### src/rtl/mic_capture.sv
// PDM microphone capture: generates M_CLK, decimates the 1-bit stream into
// 8-bit unsigned samples and writes DEPTH consecutive words into BRAM.
module mic_capture #(
    parameter int CLK_DIV = 20,
    parameter int DECIM   = 256,
    parameter int DEPTH   = 81,
    parameter int ADDR_W  = 8
) (
    input  logic              CLK100MHZ,
    input  logic              reset,
    input  logic              start,
    input  logic              M_DATA,
    output logic              M_CLK,
    output logic              M_LRSEL,
    output logic              ena,
    output logic              wea,
    output logic [ADDR_W-1:0] addra,
    output logic [7:0]        dina,
    output logic              busy,
    output logic              done,
    output logic [2:0]        state_dbg
);

    localparam int DIV_W = (CLK_DIV > 2) ? $clog2(CLK_DIV) : 1;
    localparam int SHIFT = 8 - $clog2(DECIM);

    typedef enum logic [2:0] {
        IDLE    = 3'd0,
        ARM     = 3'd1,
        CAPTURE = 3'd2,
        WRITE   = 3'd3,
        DONE    = 3'd4
    } state_t;

    state_t            state;
    logic [DIV_W-1:0]  divcnt;
    logic              div_wrap;
    logic              tick;
    logic [8:0]        ones;
    logic [8:0]        bitcnt;
    logic [ADDR_W-1:0] addr;
    logic [8:0]        ones_next;
    logic [16:0]       scaled;
    logic [7:0]        sample;

    assign M_LRSEL   = 1'b0;
    assign state_dbg = state;
    assign div_wrap  = (divcnt == DIV_W'(CLK_DIV - 1));
    // A tick is the cycle on which M_CLK is about to fall; data is stable then.
    assign tick      = div_wrap && M_CLK;
    assign ones_next = ones + {8'd0, M_DATA};
    assign scaled    = {8'd0, ones_next} << SHIFT;
    assign sample    = (scaled > 17'd255) ? 8'hff : scaled[7:0];

    always_ff @(posedge CLK100MHZ) begin
        if (!reset) begin
            divcnt <= '0;
            M_CLK  <= 1'b0;
        end else if (div_wrap) begin
            divcnt <= '0;
            M_CLK  <= ~M_CLK;
        end else begin
            divcnt <= divcnt + 1'b1;
        end
    end

    always_ff @(posedge CLK100MHZ) begin
        if (!reset) begin
            state  <= IDLE;
            ena    <= 1'b0;
            wea    <= 1'b0;
            addra  <= '0;
            dina   <= '0;
            busy   <= 1'b0;
            done   <= 1'b0;
            addr   <= '0;
            ones   <= '0;
            bitcnt <= '0;
        end else begin
            ena  <= 1'b0;
            wea  <= 1'b0;
            done <= 1'b0;
            case (state)
                IDLE: begin
                    if (start) begin
                        state <= ARM;
                        busy  <= 1'b1;
                        addr  <= '0;
                    end
                end
                ARM: begin
                    if (tick) begin
                        ones   <= '0;
                        bitcnt <= '0;
                        state  <= CAPTURE;
                    end
                end
                CAPTURE: begin
                    if (tick) begin
                        ones   <= ones_next;
                        bitcnt <= bitcnt + 9'd1;
                        // Last bit of the window is folded in directly so the
                        // write lands on the very next cycle.
                        if (bitcnt == 9'(DECIM - 1)) begin
                            state <= WRITE;
                            ena   <= 1'b1;
                            wea   <= 1'b1;
                            addra <= addr;
                            dina  <= sample;
                        end
                    end
                end
                WRITE: begin
                    if (addr == ADDR_W'(DEPTH - 1)) begin
                        state <= DONE;
                        done  <= 1'b1;
                        busy  <= 1'b0;
                        addr  <= '0;
                    end else begin
                        addr   <= addr + 1'b1;
                        ones   <= '0;
                        bitcnt <= '0;
                        state  <= CAPTURE;
                    end
                end
                DONE: begin
                    state <= IDLE;
                end
                default: begin
                    state <= IDLE;
                end
            endcase
        end
    end

endmodule

### config.mk
export PLATFORM = sky130hd
export DESIGN_NAME = mic_capture
export DESIGN_NICKNAME = d
export VERILOG_FILES = /design/src/rtl/mic_capture.sv
export SDC_FILE = /design/constraint.sdc
export NUM_CORES = 1
export LEC_CHECK = 0
export BUFFER_PORTS_ARGS = -buffer_cell sky130_fd_sc_hd__buf_2
export CAP_MARGIN = 40
export CORE_MARGIN = 4
export CORE_UTILIZATION = 30
export CTS_CLUSTER_SIZE = 25
export DETAILED_ROUTE_END_ITERATION = 8
export PLACE_DENSITY = 0.56
export SLEW_MARGIN = 20
export SYNTH_ARGS = -nofsm -noshare
export SYNTH_HDL_FRONTEND = slang
export SYNTH_SLANG_ARGS = --single-unit
### constraint.sdc
create_clock -name CLK100MHZ -period 5.42 [get_ports CLK100MHZ]
set_input_delay 0.271 -clock CLK100MHZ [delete_from_list [all_inputs] [get_ports CLK100MHZ]]
set_output_delay 0.271 -clock CLK100MHZ [all_outputs]
set_load 0.02 [all_outputs]
After elaboration in Yosys (flattened, before gate mapping). Cells that the tools add are included.

Input port bits: 4. Register bits after elaboration: 54. Output and inout port bits: 25.

Multiplexer cells: 21. Reductions and logical operators: 12. Add/sub/neg operators: 4. Bitwise logic cells: 2. $lt $le $gt $ge: 1. Equal/unequal tests: 12.

Operator list (number): $pmux W9 S3 (2); $mux W9 (4); $mux W8 (3); $pmux W8 S2 (1); $mux W3 (5); $ne A2 B2 Y1 const B (6); $pmux W3 S4 (1); $add A9 B1 Y9 (1); $add A9 B1 Y9 const B (1); $eq A9 B8 Y1 const B (1); $gt A9 B8 Y1 const B (1); $reduce_and A3 Y1 (3); $add A8 B1 Y8 const B (1); $eq A8 B7 Y1 const B (1); $reduce_and A4 Y1 (2); $eq A3 B2 Y1 const B (2); $add A5 B1 Y5 const B (1); $eq A5 B5 Y1 const B (1); $mux W1 (4); $reduce_and A2 Y1 (2); $eq A3 B1 Y1 const B (1); $logic_not A3 Y1 (1); $reduce_bool A3 Y1 (1); $not A1 Y1 (2); other kinds (4) (4).

Depth between registers and ports, before layout. Gate-level depths: netlist of run 1.

Depth in word-level cells: 4. Depth in mapped cells: 8. Mapped depth without buffers: 6.

Worst setup path after synthesis of run 1. OpenSTA, ideal clock, no wires.

Path kind: reg-to-reg. From: register ones[0]. To: register dina[6]. Cell stages (with the launch flop): 7. Data arrival time: 1.683 ns. Setup slack: 3.617 ns. Required time: 5.300 ns. Cells stage by stage: dfxtp_1 ha_1 ha_1 nand3_1 o21ai_0 nand3_4 o31a_1.

Cells in the longest elaborated chain, start to end: 3.

Ends and longest elaborated chain: start: declaration (RTL line 39) `logic [8:0] ones;`; start signal: assignment (RTL line 100) `ones <= ones_next;`; $add A9 B1 Y9 * (RTL line 51) `assign ones_next = ones + {8'd0, M_DATA};`; $gt A9 B8 Y1 (RTL line 53) `assign sample = (scaled > 17'd255) ? 8'hff : scaled[7:0];`; $mux W8 * (RTL line 53); end signal: assignment (RTL line 109) `dina <= sample;`; end: declaration (RTL line 18) `output logic [7:0] dina,`.

Mark *: on every way between the ends. The rest lies on a longest branch, timed or not. A chain may end at the register's enable or synchronous reset.

Final worst setup path of run 1.
From: register bitcnt[0]. To: register dina[6].

Cells in the longest elaborated chain, start to end: 2.

Ends and longest elaborated chain: start: declaration (RTL line 40) `logic [8:0] bitcnt;`; start signal: assignment (RTL line 101) `bitcnt <= bitcnt + 9'd1;`; $eq A9 B8 Y1 (RTL line 104) `if (bitcnt == 9'(DECIM - 1)) begin`; $reduce_and A3 Y1 (no line).

No other way between the ends.

==> results.md, run 1 <==
* EDFF count, synth at 0
* Dominant cells by area after synthesis: dfxtp_1, mux2i_1, nor2_1
* CP max-delay cell: and4_1
* DRT Wirelength at 5359 um
* Average wire per standard cell at 13.20 um
* Die extent in x at 101.7 um
* Critical path class: reg2reg
* Cells after synthesis at between 200 and 300
* Netlist cell types at 54
* Setup crit end kind: flop
* Post-synth top area cell: dfxtp_1
* Row Count at 33
* Post-synth top area share at 41.08%
* Number of global-route vias before repair at roughly 2000
* TritonCTS Buffers at 5
* Complex-gate fraction of the synthesized area at 17.36%
* Worst Skew at 4.585 ps
* Adder-cell share of the synthesized area at 3.329%
* Pre-antenna DRT Iters at 4
* Final std cells w/o fill at ~400
* Area Growth Syn to Fin at 11.36%
* CTS tree: yes
* Worst slew pin tran at slightly below 700 ps
* Htree depth at 2
* Lkg Pwr at between 1 and 1.5 nW
* Nets at around 310
* Pin count of the biggest net entering global routing at 26
* Highest clock rate at between 400 and 500 MHz
* Met1 usage at approximately 16%
* Period minus WS final at 2198 ps
* Max IR drop VDD at 0.09002 mV
* Critical Path RT at ~5600 ps
* Seq/Total Area, Yosys at between 40% and 50%
* I/O pin cnt at 29
* Mapped cell area at 0.002631 mm2
* Antenna Diode Count at 0
* Multiplexer share of the synthesized area at 6.134%
* First-pass GRT wire length at 9480 um
* Crit start category: flop
* Die span in y at 101.7 um
* Most common cell after layout, fill and taps aside: dfxtp_1
* Met3 GRT Util at between 2 and 3%
* Clock-pin slew on the worst setup and hold paths at around 100 ps
* Net Count, Synth at 294
* Async set or reset register ratio after synthesis at 0%
* CORE AREA at 0.008382 mm2
* DP Wirelength at 3800 um
* Simple-gate share of the synthesized area at 23.20%
* WP buf/inv at 0
* Status: completed
* Main combinational cell family by area after synthesis: simple AND/OR/NAND/NOR gates
* Final setup vio count at 0
* Post-placement cell count at 399
* Reg2reg start: bitcnt[0]$_SDFFE_PN0P_
* Setup_tns at 0 ps
* Cell Pwr Density at 240.3 mW/mm2
* Max FO, Critical Path at 10
* Total of max-cap violations at 0
* DR vias/cell at 5.165
* Share of layout cells above drive strength 1 at 15.61%
* Slew margin rel. at 54.29%
* Via count at 2097
* PostCTS Resize Cnt at 0
* RSZ-0062 raised after global routing: no
* Skew-Pair Late Insertion Delay at 300 ps
* Initial Utilization at 31.39%
* Avg Inst Size Synth at between 9 and 10 um2
* Most frequent cells in the layout: dfxtp_1, buf_2, nor2_1
* Global route total overflow at 0
* Root buffer cell: clkbuf_8
* Synth Area in XOR/XNOR at 2.663%
* Post-CTS setup buffers at 0
* FF+latch count, synth at 54
* CP peak stage delay at 510 ps
* GRT met2 Usage at 17.25%
* Top cell family by delay on the critical path: simple AND/OR/NAND/NOR gates
* Main synth FF type: dfxtp_1
* I/O Buffers at 27
* Remaining DRCs at 0
* Worst hold start: start
* CTS sink count at 54
* DR iter-0 viols at 106
* GRT Max-Usage Layer: met2
* Hold buffers post-CTS at 0
* Total GRT Usage at a little under an eighth
* Die area at 0.01033 mm2
* Crit path launch: bitcnt[0]$_SDFFE_PN0P_
* Detail Route Antenna Nets at 0
* Crit path DAT at 2400 ps
* Ys Warns at 0
* Final cycle utilization of the critical path at 40.55%
* Placer congestion estimate at 0.7747
* Max-slew violations at 0
* CP Cell Sequence: ha_1 -> and4_1 -> ha_1 -> and4_1 -> nand3_4 -> o31a_1
* Initial antenna violation count at 0
* Endpoints failing hold at 0
* Clock Path Buffers at 2
* HP Class: in2reg
[where the power goes]
part | total (mW) | switching (mW) | leakage, nW | internal, mW
Sequential | 0.403 | 0.00316 | 0.436 | 0.399
Clock | 0.278 | 0.130 | 0.0573 | 0.148
Combinational | 0.0237 | 0.0158 | 0.644 | 0.00794
Total | 0.704 | 0.149 | 1.14 | 0.555
[cells in the mapped netlist (2+ instances only)]
cell type,count
o221a_1,8
o21ai_0,9
o21a_1,2
nand3b_1,6
o211a_1,3
and4_1,3
nand2b_1,3
xor2_1,3
and4bb_1,2
buf_6,3
xnor2_1,5
nand4_1,4
dfxtp_1,54
a21oi_1,10
o211ai_1,4
buf_2,5
nand3_1,19
nor2_1,27
buf_4,5
nand2_1,13
nor3_1,9
a32oi_1,3
and3_1,6
nor2b_1,6
inv_1,10
a31oi_1,7
o2bb2ai_1,2
ha_1,7
clkbuf_1,6
mux2i_1,15
[worst min-delay path: stages]
cell,delay [ps]
buf_2,110
nand2b_1,90
a311oi_1,90
[cells by family after synthesis]
family,Yosys count
muxes,16
adders and majority gates,7
other,1
DFF,54
and+or+nand+nor,108
xor gates and xnor gates,8
buffers and inverters,30
AOI/OAI and AO/OA,59
[through the flow]
step / util (%) / worst slack [ps] / total power [mW] / instance area, um2 / hold slack [ps]
2_1_floorplan: - / 3617 / 0.4291 / 2631 / 417.9
3_3_place_gp: 33.20 / 2903 / 0.4352 / 2783 / 429.9
3_5_place_dp: 33.62 / 3243 / 0.4358 / 2818 / 440.6
4_1_cts: 34.96 / 3212 / 0.7166 / 2930 / 281.0
5_1_grt: 34.96 / 3011 / 0.7301 / 2930 / 302.8
6_report: 34.96 / 3222 / 0.7042 / 2930 / 294.3
[per-layer routing]
metal	share of wire (%)	up-vias
met5	0	-
met2	43	41
met3	4.8	6
li1	-	1063
met4	1.8	0
met1	50	987
[flip-flops by register name, indices dropped and copies added (netlist names), 3 cells and up]
name	count
bitcnt	9
ones	9
addr	8
addra	8
dina	8
divcnt	5
state_dbg	3
[final cells by class]
class                      count  area [um2]
multi-input combinational    199        1390
clock inverter                 1       30.03
timing repair buffer          31       177.7
sequential                    54        1081
inverter                      10       37.54
tap                          105       131.4
clock buffer                   6       82.58
fill                         876        5451
[path summary, 6_finish.rpt]
kind | slack [ps] | depth (start not counted) | to
setup reg to reg | 3220 | 6 | dina[6]$_SDFFE_PN0P_
hold reg to reg | 450 | 1 | divcnt[0]$_SDFF_PP0_
hold / removal | 290 | 3 | state_dbg[0]$_SDFFE_PN0P_
setup / recovery | 3220 | 6 | dina[6]$_SDFFE_PN0P_
Note: power is estimated with default switching activity, not from simulation.
==> inputs of run 2 (changes only) <==
- PLACE_DENSITY: 0.56 -> 0.58
- clock period: 5.42 -> 2 ns (I/O delays scaled with it)
==> run 2 against run 1 <==
Effect of this change:
- register-to-register slack got worse by 3100 ps
- combinational power increased to 3.0 times the previous value
- non-clock buffer count increased by 11
- maximum frequency increased by 19%
- routed wire length increased by 5.4%
- worst setup slack got worse by 3100 ps
- critical path depth unchanged
- first-iteration DRC count increased by 24%
- clock skew increased by 5.4 ps
- global-route usage about the same
- sequential cell count unchanged
- critical path type unchanged
==> results.md, run 2 (synthesis results as in run 1) <==
* Clock group share of total power at a little over two fifths
* Top flop regs: bitcnt (9), ones (9)
* Number of global-route vias before repair at 1964
* Die area at between 0.01 and 0.015 mm2
* Highest clock rate at 541.0 MHz
* Clock Path Buffers at 2
* Endpoints failing hold at 0
* CORE AREA at 0.008382 mm2
* Crit path DAT at 2050 ps
* Worst path most repeated cell: and4_1
* Lkg Pwr at 1.206 nW
* Fillers at 868
* Clock-pin slew on the worst setup and hold paths at 100 ps
* Status: completed
* DR vias/cell at between 5 and 6
* Setup crit end kind: flop
* DP Wirelength at around 4100 um
* CTS tree: yes
* Die span in y at 101.7 um
* Max FO, Critical Path at 8
* DRT Wirelength at 5648 um
* HP Class: in2reg
* Final setup vio count at 0
* Share of layout cells above drive strength 1 at between 10% and 20%
* Final cycle utilization of the critical path at 92.42%
* Total of max-cap violations at 0
* Crit start category: flop
* I/O Buffers at 27
* Skew-Pair Late Insertion Delay at 300 ps
* Worst Skew at 10.01 ps
* Die extent in x at 101.7 um
* Most common cell after layout, fill and taps aside: dfxtp_1
* Switch Pwr at between 0.4 and 0.5 mW
* Initial Utilization at 31.39%
* Global route total overflow at 0
* Area Growth Syn to Fin at 16.55%
* Combinational power share at 3.5%
* Pint at between 1.5 and 2 mW
* Row Count at 33
* TritonCTS Buffers at 5
* Total GRT Usage at 11.34%
* Min Hold Slack at 128.2 ps
* I/O pin cnt at 29
* Critical Path RT at 2200 ps
* Post-CTS setup buffers at 0
* Hold buffers post-CTS at 0
* Max-slew violations at 0
* Top cell family by delay on the critical path: simple AND/OR/NAND/NOR gates
* WP buf/inv at 0
* Pin count of the biggest net entering global routing at 41
* CTS sink count at between 50 and 60
* Remaining DRCs at 0
* DR iter-0 viols at ~130
* Setup_tns at 0 ps
* Pre-antenna DRT Iters at 5
* Power after layout at 2.053 mW
* Nets at about 320
* Worst reg2reg path depth at 6
* Period minus WS final at between 1500 and 2000 ps
* Root buffer cell: clkbuf_8
* Sw frac at between 20% and 30%
* Htree depth at 2
* Critical path class: reg2reg
* Antenna Diode Count at 0
* Max IR drop VDD at 0.2618 mV
* CP peak stage delay at 380 ps
* Via count at 2113
* RSZ-0062 raised after global routing: no
* First-pass GRT wire length at 9515 um
* Initial antenna violation count at 0
* Average wire per standard cell at about 14 um
* Crit path depth at 6
* CP Cell Sequence: and4_1 -> and4_1 -> ha_1 -> and4_2 -> nand3_4 -> o31a_1
* Placer congestion estimate at 0.7448
* Reg power frac at 53.2%
* Cell Pwr Density at 669.6 mW/mm2
* CP max-delay cell: dfxtp_1
* Most frequent cells in the layout: dfxtp_1, nor2_1, buf_2
* Worst reg2reg setup slack at 150 ps
* Detail Route Antenna Nets at 0
* Hold Path Stages at 3
[run 2: what timing repair did]
action / 4_1_cts / 5_1_grt
gates resized for setup: 0 / 4
hold endpoints to repair: 0 / 0
endpoints found under the setup margin: 0 / 5
[run 2: final timing paths]
kind                          startpoint                        end
setup / recovery  bitcnt[3]$_SDFFE_PN0P_       dina[6]$_SDFFE_PN0P_
hold / removal                     start  state_dbg[0]$_SDFFE_PN0P_
setup reg to reg  bitcnt[3]$_SDFFE_PN0P_       dina[6]$_SDFFE_PN0P_
hold reg to reg     divcnt[0]$_SDFF_PP0_       divcnt[0]$_SDFF_PP0_
[run 2: metrics by stage]
stage | worst slack (ps) | util [%] | instances | instance area [um2]
3_3_place_gp | 134.3 | 34.75 | 410 | 2913
4_1_cts | 76.59 | 36.45 | 418 | 3055
5_1_grt | 27.33 | 36.59 | 418 | 3067
2_1_floorplan | 197.5 | - | 283 | 2631
6_report | 151.5 | 36.59 | 418 | 3067
3_5_place_dp | 94.98 | 34.75 | 410 | 2913
[run 2: power groups by stage]
| stage | clock network, mW | logic, mW | registers [mW] |
|---|---|---|---|
| after floorplan | 0 | 0.0445 | 1.12 |
| after global placement | 0 | 0.0694 | 1.12 |
| after detailed placement | 0 | 0.0719 | 1.12 |
| after CTS | 0.912 | 0.0723 | 1.09 |
| after global routing | 0.952 | 0.0798 | 1.09 |
| final | 0.890 | 0.0712 | 1.09 |
[run 2: area by class of cell]
cell class	count	area [um2]	area share, %
Clock buffer	6	82.58	2.693
Clock inverter	2	60.06	1.958
Timing Repair Buffer	42	272.8	8.894
Tap cell	105	131.4	4.284
Sequential cell	54	1082	35.29
Multi-Input combinational cell	199	1400	45.65
Inverter	10	37.54	1.224
[run 2: metal layers]
| metal | up-vias | global-route usage (%) | routed length, um |
|---|---|---|---|
| met1 | 999 | 14.86 | 2721 |
| met5 | - | 0 | 0 |
| met2 | 25 | 18.81 | 2690 |
| met4 | 0 | 3.272 | 48 |
| met3 | 5 | 2.410 | 188 |
| li1 | 1084 | - | - |
[run 2: worst reg2reg max path: stages, from the launching register on]
cell	delay (ps)
dfxtp_1	380
and4_1	240
and4_1	210
ha_1	160
and4_2	310
nand3_4	140
o31a_1	310
==> inputs of run 3 (changes only) <==
--- a/config.mk
+++ b/config.mk
@@ -9,8 +9,8 @@
 export CAP_MARGIN = 40
 export CORE_MARGIN = 4
-export CORE_UTILIZATION = 30
+export CORE_UTILIZATION = 40
 export CTS_CLUSTER_SIZE = 25
 export DETAILED_ROUTE_END_ITERATION = 8
-export PLACE_DENSITY = 0.58
+export PLACE_DENSITY = 0.7
 export SLEW_MARGIN = 20
 export SYNTH_ARGS = -nofsm -noshare
==> constraint.sdc (replaced) <==
create_clock -name CLK100MHZ -period 2 [get_ports CLK100MHZ]
set_input_delay 0.2 -clock CLK100MHZ [delete_from_list [all_inputs] [get_ports CLK100MHZ]]
set_output_delay 0.2 -clock CLK100MHZ [all_outputs]
set_load 0.02 [all_outputs]
==> run 3 against run 2 <==
Effect of this change:
- largest cell class unchanged
- sequential power hardly changed
- critical endpoint unchanged
- maximum frequency decreased by 1.8%
- largest power group unchanged
- hold slack improved by 100 ps
- via count grew 1.3%
- total power is 16% lower
==> results.md, run 3 (synthesis results as in run 1) <==
* Status: completed
* Antenna Diode Count at 0
* Post-CTS setup buffers at 0
* Pre-antenna DRT Iters at 4
* First-pass GRT wire length at 8818 um
* Row Count at 29
* GRT Max-Usage Layer: met2
* HP Class: in2reg
* Sw frac at roughly 22%
* Crit path launch: bitcnt[2]$_SDFFE_PN0P_
* Clock Path Buffers at 2
* DR iter-0 viols at 137
* Endpoints failing hold at 0
* Cell Pwr Density at 587.7 mW/mm2
* Area Growth Syn to Fin at 11.79%
* Cell area after placement at 0.002850 mm2
* Setup_tns at 0 ps
* Via count at around 2100
* TritonCTS Buffers at 5
* Number of global-route vias before repair at 1920
* Initial antenna violation count at 0
* Critical Path RT at about 2200 ps
* GRT met2 Usage at 22.77%
* DP Wirelength at 3814 um
* Critical path class: reg2reg
* Total of max-cap violations at 0
* Top flop regs: bitcnt (9), ones (9)
* Htree depth at 2
* Root buffer cell: clkbuf_8
* Placer congestion estimate at 0.8504
* CTS sink count at 54
* Pre-CTS setup slack at just under 100 ps
* Worst slew pin tran at approximately 650 ps
* Clock group share of total power at 32.9%
* Die area at around 0.008 mm2
* I/O Buffers at 27
* Max-slew violations at 0
* Post-route cell area at between 0.002 and 0.003 mm2
* Met1 usage at approximately 18%
* DRT Wirelength at around 5300 um
* Pint at 1.344 mW
* Most frequent cells in the layout: dfxtp_1, nor2_1, buf_2
* Clock-pin slew on the worst setup and hold paths at 90 ps
* Fillers at roughly 610
* Combinational power share at 4.0%
* Final setup vio count at 0
* Worst Skew at around 7.5 ps
* Slew margin rel. at between 50% and 60%
* Max IR drop VDD at 0.4609 mV
* Met3 GRT Util at 2.488%
* Switch Pwr at 0.3851 mW
* Reg2reg start: bitcnt[2]$_SDFFE_PN0P_
* Most common cell after layout, fill and taps aside: dfxtp_1
* I/O pin cnt at 29
* Highest clock rate at ~530 MHz
* Remaining DRCs at 0
* Reg power frac at between 60% and 70%
* Footprint of the multi-input gates at around 0.0014 mm2
* Worst hold start: start
* Crit path DAT at 2080 ps
* Nets at 321
* Lkg Pwr at 1.168 nW
* Initial Utilization at between 40% and 50%
* Crit start category: flop
* RSZ-0062 raised after global routing: no
* CTS tree: yes
* Worst reg2reg setup slack at around 120 ps
* Setup crit end kind: flop
* Final cycle utilization of the critical path at between 90% and 100%
* Detail Route Antenna Nets at 0
* Average wire per standard cell at 13.61 um
* Total GRT Usage at 13.66%
* Sequential Area at 0.001082 mm2
* Final setup margin at 116.8 ps
* CORE AREA at about 0.0064 mm2
* Die span in y at 89.11 um
* Hold buffers post-CTS at 0
* Max FO, Critical Path at 8
* PostCTS Resize Cnt at 0
* Period minus WS final at 1883 ps
* DR vias/cell at 5.530
* Die extent in x at 89.11 um
* Global route total overflow at 0
* Skew-Pair Late Insertion Delay at 300 ps
* Share of layout cells above drive strength 1 at 19.35%
* Pin count of the biggest net entering global routing at 35
## run 3: per-stage QoR
stage	hold WS [ps]	utilization, %	instances	power [mW]
floorplan	352.7	-	283	1.163
global placement	433.2	44.63	380	1.183
detailed placement	441.0	44.63	380	1.185
CTS	220.4	45.87	387	1.751
global route	234.6	46.06	387	1.805
finish	229.1	46.06	387	1.729
## run 3: worst paths after layout
kind,to,cells past startpoint
setup / recovery,dina[6]$_SDFFE_PN0P_,6
hold / removal,state_dbg[0]$_SDFFE_PN0P_,3
setup reg to reg,dina[6]$_SDFFE_PN0P_,6
hold reg to reg,divcnt[0]$_SDFF_PP0_,1
## run 3: area by class of cell
cell class                      count  area share [%]
Multi-Input combinational cell    199           47.51
Sequential cell                    54           36.79
Timing Repair Buffer               40           8.464
Tap cell                           77           3.275
Clock buffer                        5           2.339
Inverter                           10           1.276
Clock inverter                      2          0.3403
## run 3: power groups by stage
stage	logic [mW]	clock network [mW]	registers (mW)
CTS	0.0686	0.591	1.09
finish	0.0685	0.569	1.09
global route	0.0764	0.635	1.09
global placement	0.0665	0	1.12
detailed placement	0.0684	0	1.12
floorplan	0.0445	0	1.12
## run 3: routing by layer
layer / wire, um / share of wire [%] / vias up
li1: - / - / 1084
met1: 2545 / 48 / 1013
met2: 2469 / 47 / 37
met3: 184 / 3.5 / 6
met4: 69 / 1.3 / 0
met5: 0 / 0 / -
## run 3: worst max-delay path, stage by stage, from the launching register on
cell,delay (ps)
dfxtp_1,410
and4_1,240
and4_1,220
ha_1,160
and4_2,280
nand3_4,140
o31a_1,320
